$ cat src/rtl/ripple_count_monitor.sv
// Monitors an asynchronous ripple counter: synchronises it, filters settling
// glitches, checks each settled value is a +1 step and counts wrap-arounds.
module ripple_count_monitor #(
    parameter int CNT_W         = 2,
    parameter int WRAP_W        = 8,
    parameter int STABLE_CYCLES = 2
) (
    input  logic              clk,
    input  logic              reset,
    input  logic [CNT_W-1:0]  count_in,
    input  logic              enable,
    output logic [CNT_W-1:0]  count_q,
    output logic              valid,
    output logic              wrap_pulse,
    output logic [WRAP_W-1:0] wrap_count,
    output logic              step_err,
    output logic              err_sticky
);

    localparam logic [3:0]       STAB_TARGET = 4'(STABLE_CYCLES);
    localparam logic [CNT_W-1:0] CNT_MAX     = {CNT_W{1'b1}};

    logic [CNT_W-1:0] s1;
    logic [CNT_W-1:0] s2;
    logic [CNT_W-1:0] cand;
    logic [CNT_W-1:0] cand_next;
    logic [3:0]       stab;
    logic [3:0]       stab_next;
    logic             accept;
    logic [CNT_W-1:0] expected_next;
    logic             is_change;
    logic             is_legal_step;
    logic             is_wrap;

    // Two-flop synchroniser; keeps running while monitoring is disabled.
    always_ff @(posedge clk) begin
        if (reset) begin
            s1 <= '0;
            s2 <= '0;
        end else begin
            s1 <= count_in;
            s2 <= s1;
        end
    end

    // Any change of s2 restarts the stability count; acceptance fires only on
    // the edge where the count reaches its target, never while saturated.
    always_comb begin
        cand_next = s2;
        stab_next = stab;
        accept    = 1'b0;
        if (!enable) begin
            stab_next = 4'd0;
        end else if (s2 != cand) begin
            stab_next = 4'd1;
            accept    = (STAB_TARGET == 4'd1);
        end else if (stab < STAB_TARGET) begin
            stab_next = stab + 4'd1;
            accept    = ((stab + 4'd1) == STAB_TARGET);
        end
    end

    always_ff @(posedge clk) begin
        if (reset) begin
            cand <= '0;
            stab <= 4'd0;
        end else begin
            cand <= cand_next;
            stab <= stab_next;
        end
    end

    always_comb begin
        expected_next = count_q + CNT_W'(1);
        is_change     = (cand_next != count_q);
        is_legal_step = (cand_next == expected_next);
        is_wrap       = is_legal_step && (count_q == CNT_MAX);
    end

    // The first acceptance after reset or re-enable only baselines count_q;
    // later ones are classified as legal step, wrap or illegal jump.
    always_ff @(posedge clk) begin
        if (reset) begin
            count_q    <= '0;
            valid      <= 1'b0;
            wrap_pulse <= 1'b0;
            wrap_count <= '0;
            step_err   <= 1'b0;
            err_sticky <= 1'b0;
        end else begin
            wrap_pulse <= 1'b0;
            step_err   <= 1'b0;
            if (!enable) begin
                valid <= 1'b0;
            end else if (accept) begin
                if (!valid) begin
                    count_q <= cand_next;
                    valid   <= 1'b1;
                end else if (is_change) begin
                    count_q <= cand_next;
                    if (is_wrap) begin
                        wrap_pulse <= 1'b1;
                        wrap_count <= wrap_count + WRAP_W'(1);
                    end else if (!is_legal_step) begin
                        step_err   <= 1'b1;
                        err_sticky <= 1'b1;
                    end
                end
            end
        end
    end

endmodule

$ cat config.mk
export PLATFORM = sky130hd
export DESIGN_NAME = ripple_count_monitor
export DESIGN_NICKNAME = d
export VERILOG_FILES = /design/src/rtl/ripple_count_monitor.sv
export SDC_FILE = /design/constraint.sdc
export NUM_CORES = 1
export LEC_CHECK = 0
export BUFFER_PORTS_ARGS = -buffer_cell sky130_fd_sc_hd__buf_2
export CAP_MARGIN = 25
export CORE_MARGIN = 5
export CORE_UTILIZATION = 47
export CTS_BUF_LIST = sky130_fd_sc_hd__clkbuf_8
export DETAILED_ROUTE_END_ITERATION = 10
export HOLD_SLACK_MARGIN = 0.12
export PLACE_DENSITY_LB_ADDON = 0.08
export SLEW_MARGIN = 20
export SYNTH_ARGS = -nofsm -noshare
export SYNTH_HDL_FRONTEND = slang
export SYNTH_SLANG_ARGS = --single-unit
$ cat constraint.sdc
create_clock -name clk -period 2.7 [get_ports clk]
set_clock_uncertainty 0.2 [all_clocks]
set_input_delay 0.135 -clock clk [delete_from_list [all_inputs] [get_ports clk]]
set_output_delay 0.135 -clock clk [all_outputs]
set_load 0.05 [all_outputs]
# After elaboration in Yosys (flattened, before gate mapping)
# Cells that the tools add are included.
# totals
inputBits	5
wordCells	45
out_inout_bits	14
regBits	24
# op_classes
n_addsub	3
reduce_logical	9
mux	9
bitwise	6
magnitude_cmp	1
n_eq_ne	6
# op_table
cell	n
8-bit by 1-bit adder with 8-bit output, second input constant	1
1-bit two-way mux	7
1-bit inverter	6
6-bit AND reduction	1
6-bit OR reduction	1
5-bit AND reduction	1
5-bit OR reduction	1
4-bit by 1-bit adder with 4-bit output, second input constant	1
4-bit by 2-bit == test with 1-bit output, second input constant	1
4-bit by 2-bit less-than comparator with 1-bit output, second input constant	1
2-bit two-way mux	2
2-bit != test	2
3-bit AND reduction	1
3-bit OR reduction	1
2-bit by 1-bit adder with 2-bit output, second input constant	1
2-bit == test	1
2-bit == test, second input constant	1
2-bit by 1-bit != test with 1-bit output, second input constant	1
2-bit nonzero test	1
2-bit OR reduction	1
1-bit logical AND	1

# Logic depth before layout (Yosys ltp)
# Gate-level depths: netlist of the first run.
# depth
ltp_word	7
ltp_mapped	7
ltp_nobuf	6

# Worst setup path after synthesis of the first run
# Ideal clock, no wire load.
# synth_path
kind	register to register
startpoint	register count_q[0]
endpoint	register wrap_count[7]
setup_slack_ns	0.105
t_arrival_ns	2.274
required_ns	2.379
synth_period_minus_slack_ns	2.595
path_buffers	1
stages_incl_launch_ff	7
setup_time_ns	0.121
path_cell_list	dfxtp_1 ha_1 xor2_1 or3_1 clkbuf_1 nor3_1 mux2_2
# synth_via
elab_chain_cells	4
word_cells_on_any_way	6
cone_classes	1 x add/sub; 3 x eq/ne; 2 x reduce/logical
# synth_lines
element	line	source
start: declaration	12	output logic [CNT_W-1:0] count_q,
start signal: assignment	97	count_q <= cand_next;
start signal: assignment	100	count_q <= cand_next;
2-bit by 1-bit adder with 2-bit output	74	expected_next = count_q + CNT_W'(1);
2-bit == test	76	is_legal_step = (cand_next == expected_next);
1-bit logical AND	77	is_wrap = is_legal_step && (count_q == CNT_MAX);
5-bit AND reduction (no source line) *	n/a	
end signal: assignment	103	wrap_count <= wrap_count + WRAP_W'(1);
end: declaration	15	output logic [WRAP_W-1:0] wrap_count,
# Every way passes the cells marked *; elsewhere a longest branch is shown, timed or not.
# A chain may end at the register's enable or synchronous reset.

# Worst setup path after layout of the first run
# layout_path
startpoint	register count_q[0]
endpoint	register wrap_count[3]
# Same word-level chain as after synthesis.

==> results of run 1 <==
[cell usage in the layout, fill, tap and decap left out, drive strengths merged, types with 4 or more instances in the layout]
| cell type | netlist | final |
|---|---|---|
| buf | 1 | 19 |
| nor2b | 8 | 8 |
| dfxtp | 24 | 24 |
| clkbuf | 3 | 4 |
| nand2 | 4 | 4 |
| dlygate4sd3 | 0 | 6 |
| a21oi | 9 | 9 |
| nor2 | 6 | 6 |
| ha | 4 | 4 |
| or3 | 4 | 4 |
| o31ai | 4 | 4 |
| xor2 | 5 | 5 |
| nor3 | 4 | 4 |
| or4 | 5 | 5 |
[critical path, delay by kind of cell (launching register included)]
| kind | cells | cell delay [ns] |
|---|---|---|
| flops | 1 | 0.34 |
| fa+ha+maj | 1 | 0.33 |
| simple gates | 2 | 1.05 |
| xor+xnor | 1 | 0.17 |
| compound gates | 1 | 0.15 |
[sequential cells by signal, indices dropped and copies added, names as in the netlist, 2 cells and up]
name / cells
stab: 4
s1: 2
cand_next: 2
count_q: 2
cand: 2
wrap_count: 8
[cell families (layout without fill, tap and decap cells)]
| group | after synthesis | after routing |
|---|---|---|
| AO/OA/AOI/OAI | 19 | 19 |
| XOR/XNOR | 6 | 6 |
| adder cells (fa/ha/maj) | 4 | 4 |
| buffers and inverters | 7 | 32 |
| flip-flops | 24 | 24 |
| multiplexers | 4 | 4 |
| AND/OR/NAND/NOR | 44 | 44 |
[power groups by stage]
stage / Combinational [uW] / Clock [uW] / Sequential, uW
6_report: 44.0 / 240 / 364
5_1_grt: 49.2 / 263 / 366
4_1_cts: 44.5 / 246 / 365
3_5_place_dp: 38.0 / 0 / 373
3_3_place_gp: 36.6 / 0 / 373
2_1_floorplan: 27.4 / 0 / 374
[worst max path at each step]
stage	to	slack (ns)	cells after the start
6_report	wrap_count[3]	0.39	5
5_1_grt	wrap_count[3]	0.22	5
4_1_cts	wrap_count[3]	0.38	5
3_5_place_dp	wrap_count[3]	0.40	5
3_3_place_gp	wrap_count[3]	0.44	5
2_1_floorplan	wrap_count[7]	0.10	6
[repair_timing]
| item | 4_1_cts | 5_1_grt |
|---|---|---|
| gates resized for setup | 0 | 0 |
| endpoints found under the setup margin | 0 | 0 |
| hold buffers | 6 | 0 |
| endpoints found under the hold margin | 19 | 0 |
[layout make-up]
| cell class | instances | area (sq um) |
|---|---|---|
| Multi-Input combinational cell | 77 | 531.8 |
| Sequential cell | 24 | 480.5 |
| Inverter | 3 | 11.26 |
| Timing Repair Buffer | 25 | 157.7 |
| Fill cell | 208 | 898.4 |
| Tap cell | 28 | 35.03 |
| Clock buffer | 4 | 55.05 |
[layer usage]
metal  GRT usage  up-vias  share of wire
met5           0        -              0
met4     0.04305        0         0.0066
met3     0.02941        2          0.042
met2      0.1974       12           0.48
met1      0.1503      395           0.47
li1            -      435              -
[through the flow]
stage | cells | power (uW) | util
3_5_place_dp | 151 | 410.9 | 0.5329
6_report | 161 | 648.3 | 0.5859
5_1_grt | 161 | 677.8 | 0.5859
2_1_floorplan | 108 | 401.2 | -
4_1_cts | 161 | 654.8 | 0.5859
3_3_place_gp | 151 | 409.3 | 0.5329
==> flow_metrics.py, run 1 <==
metrics = {
    "status": {
        "status": "finished clean",
    },
    "sta": {
        "tns_ns": 0,
        "min_period_ns": 2.308,
        "finalSetupViolCount": 0,
        "fmax_mhz": 433.3,
        "fin_hold_ws_ns": 0.2409,
        "rsz0062_at_grt": "false",
        "slew_violations": 0,
        "period_share": 0.8547,
        "finalWorstSetupSlack_ns": 0.3922,
        "max_slew_margin": 0.7366,
        "finalHoldViolations": 0,
        "worstMarginPinSlew_ns": 0.3896,
    },
    "clock_network": {
        "clockBufferDepth": 2,
        "htreeDepth": 1,
        "ctsRootBufferMaster": "clkbuf_8",
        "cts_tree": "yes",
        "postCtsSetupBuffers": 0,
        "numCtsBuffers": 3,
        "cts_sinks": 24,
        "path_clk_slew_ns": 0.08,
        "clock_latency_ns": 0.26,
    },
    "worst_setup_path": {
        "reg2reg_depth": 5,
        "worst_r2r_startpoint": "count_q[0]",
        "start_kind": "register",
        "critPathMaxStageDelay_ns": 0.54,
        "arrival_ns": 2.30,
        "critPathRequiredTime_ns": 2.69,
        "crit_chain": "ha_1, xor2_1, or3_1, or4_1, a21oi_1",
        "criticalPathCategory": "register to register",
        "crit_fanout": 13,
        "worstReg2RegEnd": "wrap_count[3]",
        "end_kind": "register",
        "worstSetupStartpoint": "count_q[0]",
        "crit_path_top_delay_cell": "or3_1",
        "rrSetupSlack_ns": 0.39,
    },
    "synth": {
        "synth_flop_cell": "dfxtp_1",
        "synth-seq-area-share": 0.4593,
        "synth-xor-area-share": 0.05024,
        "yosys_warnings": 0,
        "ys_types": 33,
        "synth_cells": 108,
        "synth_compound_area_frac": 0.1112,
        "synth_adder_area_share": 0.04785,
        "synth-simple-area-share": 0.2596,
        "synth-seq-cells": 24,
        "ys_top_cells_by_area": "dfxtp_1 46%, ha_1 4.8%, nor2b_1 4.8%, a21oi_1 4.3%, xor2_1 4.2%",
        "yosys-top-cells-count": "24 x dfxtp_1, 9 x a21oi_1, 8 x nor2b_1",
        "synth_top_area_frac": 0.4593,
        "synth_top_family_by_area": "simple AND/OR/NAND/NOR gates",
        "synth_area_leader_cell": "dfxtp_1",
        "async_flop_share": 0,
        "synth_edf_count": 0,
        "syn-cell-area_sq_um": 1046,
        "avgSynthCellArea_sq_um": 9.685,
        "synth.most_common_cell": "dfxtp_1",
        "muxShareOfSynthArea": 0.03947,
        "synth_nets": 117,
    },
    "min_path": {
        "min_delay_path_depth": 1,
        "worstHoldPathType": "register to register",
        "hp-start": "s1[0]",
        "holdPathEnd": "cand_next[0]",
    },
    "global_routing": {
        "antenna_found_initial": 0,
        "first_global_vias": 765,
        "grt_first_pass_wirelength_um": 3146,
        "grt.total_usage": 0.1193,
        "grt_max_degree": 23,
        "overflow": 0,
    },
    "drt": {
        "wl_um": 1830,
        "first_iter_violations": 20,
        "via_per_inst": 5.242,
        "vias": 844,
        "drtPass1Iterations": 4,
        "drc": 0,
        "ant_nets": 0,
        "routedWlPerCell_um": 11.37,
    },
    "power": {
        "pwr-share-comb": 0.068,
        "p_leak_uw": 0.0005289,
        "power_frac_seq": 0.562,
        "p_sw_frac": 0.2127,
        "switchingPower_uw": 137.9,
        "clkPwrFrac": 0.370,
        "power.internal_uw": 510.4,
        "power_density_nw_per_um2": 510.0,
        "peakVddDrop_mv": 0.3648,
    },
    "place": {
        "gp_congestion": 0.7141,
        "place_ws_ns": 0.3989,
        "io_buffers": 18,
        "dpl.hpwl_um": 1309,
        "place_area_sq_um": 1156,
    },
    "floorplan": {
        "die_x_um": 57.18,
        "initial_core_util": 0.4821,
        "core_sq_um": 2170,
        "placementRows": 17,
        "dieArea_sq_um": 3269,
        "fp.dieH_um": 57.18,
        "ios": 19,
    },
    "finish": {
        "synthToLayoutAreaGrowth_pct": 21.53,
        "layout-drive-gt1-share": 0.2256,
        "stdcell_area_sq_um": 1271,
        "fin_nets": 143,
        "antenna_cells": 0,
    },
    "run": {
        "drv_cap": 0,
    },
}
Power figures use the tool's default switching activity.
==> inputs of run 2 (changes only) <==
--- a/config.mk
+++ b/config.mk
@@ -11,8 +11,10 @@
 export CORE_UTILIZATION = 47
 export CTS_BUF_LIST = sky130_fd_sc_hd__clkbuf_8
 export DETAILED_ROUTE_END_ITERATION = 10
+export GPL_TIMING_DRIVEN = 0
 export HOLD_SLACK_MARGIN = 0.12
 export PLACE_DENSITY_LB_ADDON = 0.08
+export SETUP_SLACK_MARGIN = 0.15
 export SLEW_MARGIN = 20
 export SYNTH_ARGS = -nofsm -noshare
 export SYNTH_HDL_FRONTEND = slang
==> flow_metrics.py, run 2 (synthesis results as in run 1) <==
metrics = {
    "status": {
        "status": "finished clean",
    },
    "global_routing": {
        "grt.total_usage": 0.1395,
        "grt_first_pass_wirelength_um": 3650,
        "grt_max_degree": 14,
        "first_global_vias": 846,
        "overflow": 0,
        "antenna_found_initial": 0,
    },
    "floorplan": {
        "die_x_um": 57.18,
        "ios": 19,
        "dieArea_sq_um": 3269,
        "initial_core_util": 0.4821,
        "core_sq_um": 2170,
        "fp.dieH_um": 57.18,
        "placementRows": 17,
    },
    "drt": {
        "wl_met3_um": 71,
        "drc": 0,
        "vias": 874,
        "via_per_inst": 5.395,
        "first_iter_violations": 10,
        "top_layer": "met4",
        "wl_um": 1965,
        "routedWlPerCell_um": 12.13,
        "met2_length_um": 965,
        "ant_nets": 0,
        "met1_length_um": 897,
        "drtPass1Iterations": 4,
    },
    "power": {
        "peakVddDrop_mv": 0.4045,
        "switchingPower_uw": 140.4,
        "p_sw_frac": 0.2160,
        "clkPwrFrac": 0.372,
        "power_frac_seq": 0.560,
        "power_density_nw_per_um2": 512.0,
        "power_uw": 650.2,
        "pwr-share-comb": 0.067,
        "p_leak_uw": 0.0005268,
        "power.internal_uw": 509.8,
    },
    "worst_setup_path": {
        "reg2reg_depth": 6,
        "start_kind": "register",
        "criticalPathCategory": "register to register",
        "crit_fanout": 10,
        "worst_r2r_startpoint": "count_q[0]",
        "cp_num_cells": 6,
        "critPathMaxStageDelay_ns": 0.44,
        "critPathBufInv": 1,
        "crit_chain": "ha_1, xor2_1, or3_1, clkbuf_2, nor3_1, mux2_2",
        "worstSetupStartpoint": "count_q[0]",
        "end_kind": "register",
        "critPathRequiredTime_ns": 2.66,
        "arrival_ns": 2.36,
        "cp_top_family": "simple AND/OR/NAND/NOR gates",
        "crit_path_top_delay_cell": "or3_1",
    },
    "finish": {
        "instances_no_fill": 162,
        "antenna_cells": 0,
        "top_regs": "wrap_count: 8 flops, stab: 4 flops",
        "final_common_cell": "dfxtp_1",
        "fin_nets": 144,
        "synthToLayoutAreaGrowth_pct": 21.41,
        "stdcell_area_sq_um": 1270,
        "n_fill_cell": 223,
        "layout-drive-gt1-share": 0.2463,
        "max_flop_register": "wrap_count",
        "final_cell_mix": "22 x dfxtp_1, 18 x buf_2, 9 x a21oi_1",
        "largest_reg_flops": 8,
    },
    "sta": {
        "fin_hold_ws_ns": 0.1396,
        "fmax_mhz": 416.8,
        "finalSetupViolCount": 0,
        "slew_violations": 0,
        "max_slew_margin": 0.4262,
        "tns_ns": 0,
        "finalHoldViolations": 0,
        "period_share": 0.8887,
        "min_period_ns": 2.399,
        "worstMarginPinSlew_ns": 0.8537,
        "rsz0062_at_grt": "false",
    },
    "place": {
        "dpl.hpwl_um": 1453,
        "gp_congestion": 0.7224,
        "place_area_sq_um": 1174,
        "dp.cells": 154,
        "io_buffers": 18,
    },
    "clock_network": {
        "htreeDepth": 1,
        "cts_sinks": 24,
        "ctsRootBufferMaster": "clkbuf_8",
        "numCtsBuffers": 3,
        "cts_tree": "yes",
        "clockBufferDepth": 2,
        "clock_latency_ns": 0.26,
        "path_clk_slew_ns": 0.08,
    },
    "min_path": {
        "hp-start": "enable",
        "worstHoldPathType": "input port to register",
        "min_delay_path_depth": 3,
    },
    "run": {
        "drv_cap": 0,
    },
}
==> run 2: through the flow <==
stage / util / setup WS, ns
global placement: 0.5409 / 0.2945
CTS: 0.5848 / 0.2583
finish: 0.5854 / 0.3006
global route: 0.5854 / 0.2071
detailed placement: 0.5409 / 0.2695
floorplan: - / 0.3086
==> run 2: worst paths after layout <==
kind                         to  slack [ns]
setup / recovery  wrap_count[7]        0.30
hold reg to reg    cand_next[1]        0.25
setup reg to reg  wrap_count[7]        0.30
hold / removal          stab[3]        0.14
==> run 2: cell type report <==
type	count	area, sq um	share of cell area
Sequential cell	24	483.0	0.3803
Tap cell	28	35.03	0.02759
Multi-Input combinational cell	77	531.8	0.4187
Timing Repair Buffer	22	130.1	0.1025
Buffer	4	23.77	0.01872
Clock buffer	4	55.05	0.04335
Inverter	3	11.26	0.008867
==> run 2: power by group through the flow <==
stage | sequential [uW] | combinational [uW] | clock, uW
CTS | 364 | 44.4 | 250
detailed placement | 373 | 39.8 | 0
floorplan | 374 | 27.4 | 0
global placement | 373 | 38.9 | 0
finish | 364 | 43.9 | 242
global route | 366 | 48.9 | 274
==> run 2: metal layers <==
layer	up-vias	global-route usage
met2	11	0.2365
met4	0	0.05960
li1	439	-
met1	420	0.1657
met3	4	0.03620
met5	-	0
==> run 2: worst reg2reg max path: cells and delay by family (launching register included) <==
| kind | cells | cell delay [ns] |
|---|---|---|
| xor+xnor | 1 | 0.17 |
| mux | 1 | 0.36 |
| flops | 1 | 0.35 |
| simple gates | 2 | 0.69 |
| fa+ha+maj | 1 | 0.32 |
| buf+inv | 1 | 0.21 |
==> run 2: what timing repair did <==
action	in CTS	in global routing
buffers inserted	0	0
endpoints found under the hold margin	7	0
gates resized for setup	0	2
setup endpoints to repair	0	1
hold buffers	4	0
==> inputs of run 3 (changes only) <==
--- a/config.mk
+++ b/config.mk
@@ -15,7 +15,6 @@
 export HOLD_SLACK_MARGIN = 0.12
 export PLACE_DENSITY_LB_ADDON = 0.08
 export SETUP_SLACK_MARGIN = 0.15
-export SLEW_MARGIN = 20
 export SYNTH_ARGS = -nofsm -noshare
 export SYNTH_HDL_FRONTEND = slang
 export SYNTH_SLANG_ARGS = --single-unit
==> constraint.sdc (replaced) <==
create_clock -name clk -period 2.6 [get_ports clk]
set_clock_uncertainty 0.2 [all_clocks]
set_input_delay 0.26 -clock clk [delete_from_list [all_inputs] [get_ports clk]]
set_output_delay 0.26 -clock clk [all_outputs]
set_load 0.05 [all_outputs]
==> flow_metrics.py, run 3 (synthesis results as in run 1) <==
metrics = {
    "drt": {
        "routedWlPerCell_um": 12.09,
        "wl_um": 1934,
        "first_iter_violations": 10,
        "drc": 0,
        "vias": 854,
        "drtPass1Iterations": 2,
        "ant_nets": 0,
        "via_per_inst": 5.338,
    },
    "clock_network": {
        "ctsRootBufferMaster": "clkbuf_8",
        "postCtsSetupBuffers": 0,
        "htreeDepth": 1,
        "clockBufferDepth": 2,
        "path_clk_slew_ns": 0.08,
        "cts_tree": "yes",
        "numCtsBuffers": 3,
        "clock_latency_ns": 0.26,
        "cts_sinks": 24,
    },
    "worst_setup_path": {
        "end_kind": "register",
        "criticalPathCategory": "register to register",
        "arrival_ns": 2.31,
        "critPathRequiredTime_ns": 2.56,
        "start_kind": "register",
        "rrSetupSlack_ns": 0.25,
        "worstReg2RegEnd": "wrap_count[7]",
        "crit_end": "wrap_count[7]",
        "crit_fanout": 10,
        "worst_r2r_startpoint": "count_q[0]",
        "reg2reg_depth": 6,
        "worstSetupStartpoint": "count_q[0]",
    },
    "power": {
        "p_leak_uw": 0.0005171,
        "power_density_nw_per_um2": 536.1,
        "power_uw": 672.8,
        "peakVddDrop_mv": 0.4187,
    },
    "floorplan": {
        "die_x_um": 57.18,
        "fp.dieH_um": 57.18,
        "dieArea_sq_um": 3269,
        "placementRows": 17,
        "core_sq_um": 2170,
        "ios": 19,
        "initial_core_util": 0.4821,
    },
    "finish": {
        "largest_reg_flops": 8,
        "max_flop_register": "wrap_count",
        "final_util": 0.5784,
        "layout-drive-gt1-share": 0.2576,
        "top_regs": "wrap_count: 8 flops, stab: 4 flops",
        "antenna_cells": 0,
        "fin_nets": 142,
        "final_cell_mix": "22 x dfxtp_1, 18 x buf_2, 9 x a21oi_1",
        "instances_no_fill": 160,
        "stdcell_area_sq_um": 1255,
        "final_common_cell": "dfxtp_1",
        "synthToLayoutAreaGrowth_pct": 19.98,
    },
    "sta": {
        "slew_violations": 0,
        "worstMarginPinSlew_ns": 0.8253,
        "period_share": 0.9038,
        "fmax_mhz": 425.6,
        "finalHoldViolations": 0,
        "rsz0062_at_grt": "false",
        "tns_ns": 0,
        "max_slew_margin": 0.4452,
        "min_period_ns": 2.350,
        "finalSetupViolCount": 0,
    },
    "place": {
        "place_area_sq_um": 1174,
        "dp.cells": 154,
        "dpl.hpwl_um": 1453,
        "gp_congestion": 0.7224,
        "io_buffers": 18,
    },
    "global_routing": {
        "overflow": 0,
        "grt.total_usage": 0.1385,
        "antenna_found_initial": 0,
        "grt_max_degree": 14,
        "grt_first_pass_wirelength_um": 3622,
        "first_global_vias": 835,
    },
    "min_path": {
        "worstHoldPathType": "input port to register",
    },
    "run": {
        "drv_cap": 0,
    },
    "status": {
        "status": "finished clean",
    },
}
-- run 3: area by class of cell --
cell class	count	area, sq um
multi-input combinational	77	536.8
clock buffer	4	55.05
fill	225	914.6
buffer	4	23.77
inverter	3	11.26
sequential	24	483.0
tap	28	35.03
timing repair buffer	20	110.1
-- run 3: worst max-delay path: stages (launching register included) --
cell	delay [ns]
dfxtp_2	0.35
ha_1	0.32
xor2_1	0.17
or3_1	0.44
clkbuf_2	0.21
nor3_2	0.21
mux2_2	0.35
-- run 3: what timing repair did --
item,CTS,global route
hold endpoints to repair,2,0
endpoints found under the setup margin,0,2
resized for setup,0,3
hold buffers,2,0
-- run 3: where the power goes --
| part | internal [uW] | total (uW) | switching [uW] |
|---|---|---|---|
| logic | 18.9 | 43.0 | 24.1 |
| registers | 373 | 378 | 5.09 |
| clock network | 135 | 251 | 116 |
| total | 527 | 673 | 145 |
-- run 3: how the worst min path moves through the flow --
stage	startpoint	endpoint	slack, ns	cells past startpoint
detailed placement	s1[1]	cand_next[1]	0.23	1
finish	reset	valid	0.13	3
global placement	s1[1]	cand_next[1]	0.22	1
global route	reset	valid	0.14	3
floorplan	count_in[0]	s1[0]	0.19	1
CTS	reset	valid	0.13	3
-- run 3: layer usage --
metal,GRT usage,part of all wire,vias up
li1,-,-,433
met1,0.1644,0.45,406
met2,0.2349,0.50,11
met3,0.03620,0.037,4
met4,0.05960,0.015,0
met5,0,0,-
-- run 3: metrics by stage --
stage	hold slack, ns	worst slack [ns]
finish	0.1287	0.2502
global placement	0.2181	0.1945
global route	0.1385	0.1590
CTS	0.1333	0.1583
floorplan	0.1882	0.2086
detailed placement	0.2320	0.1695
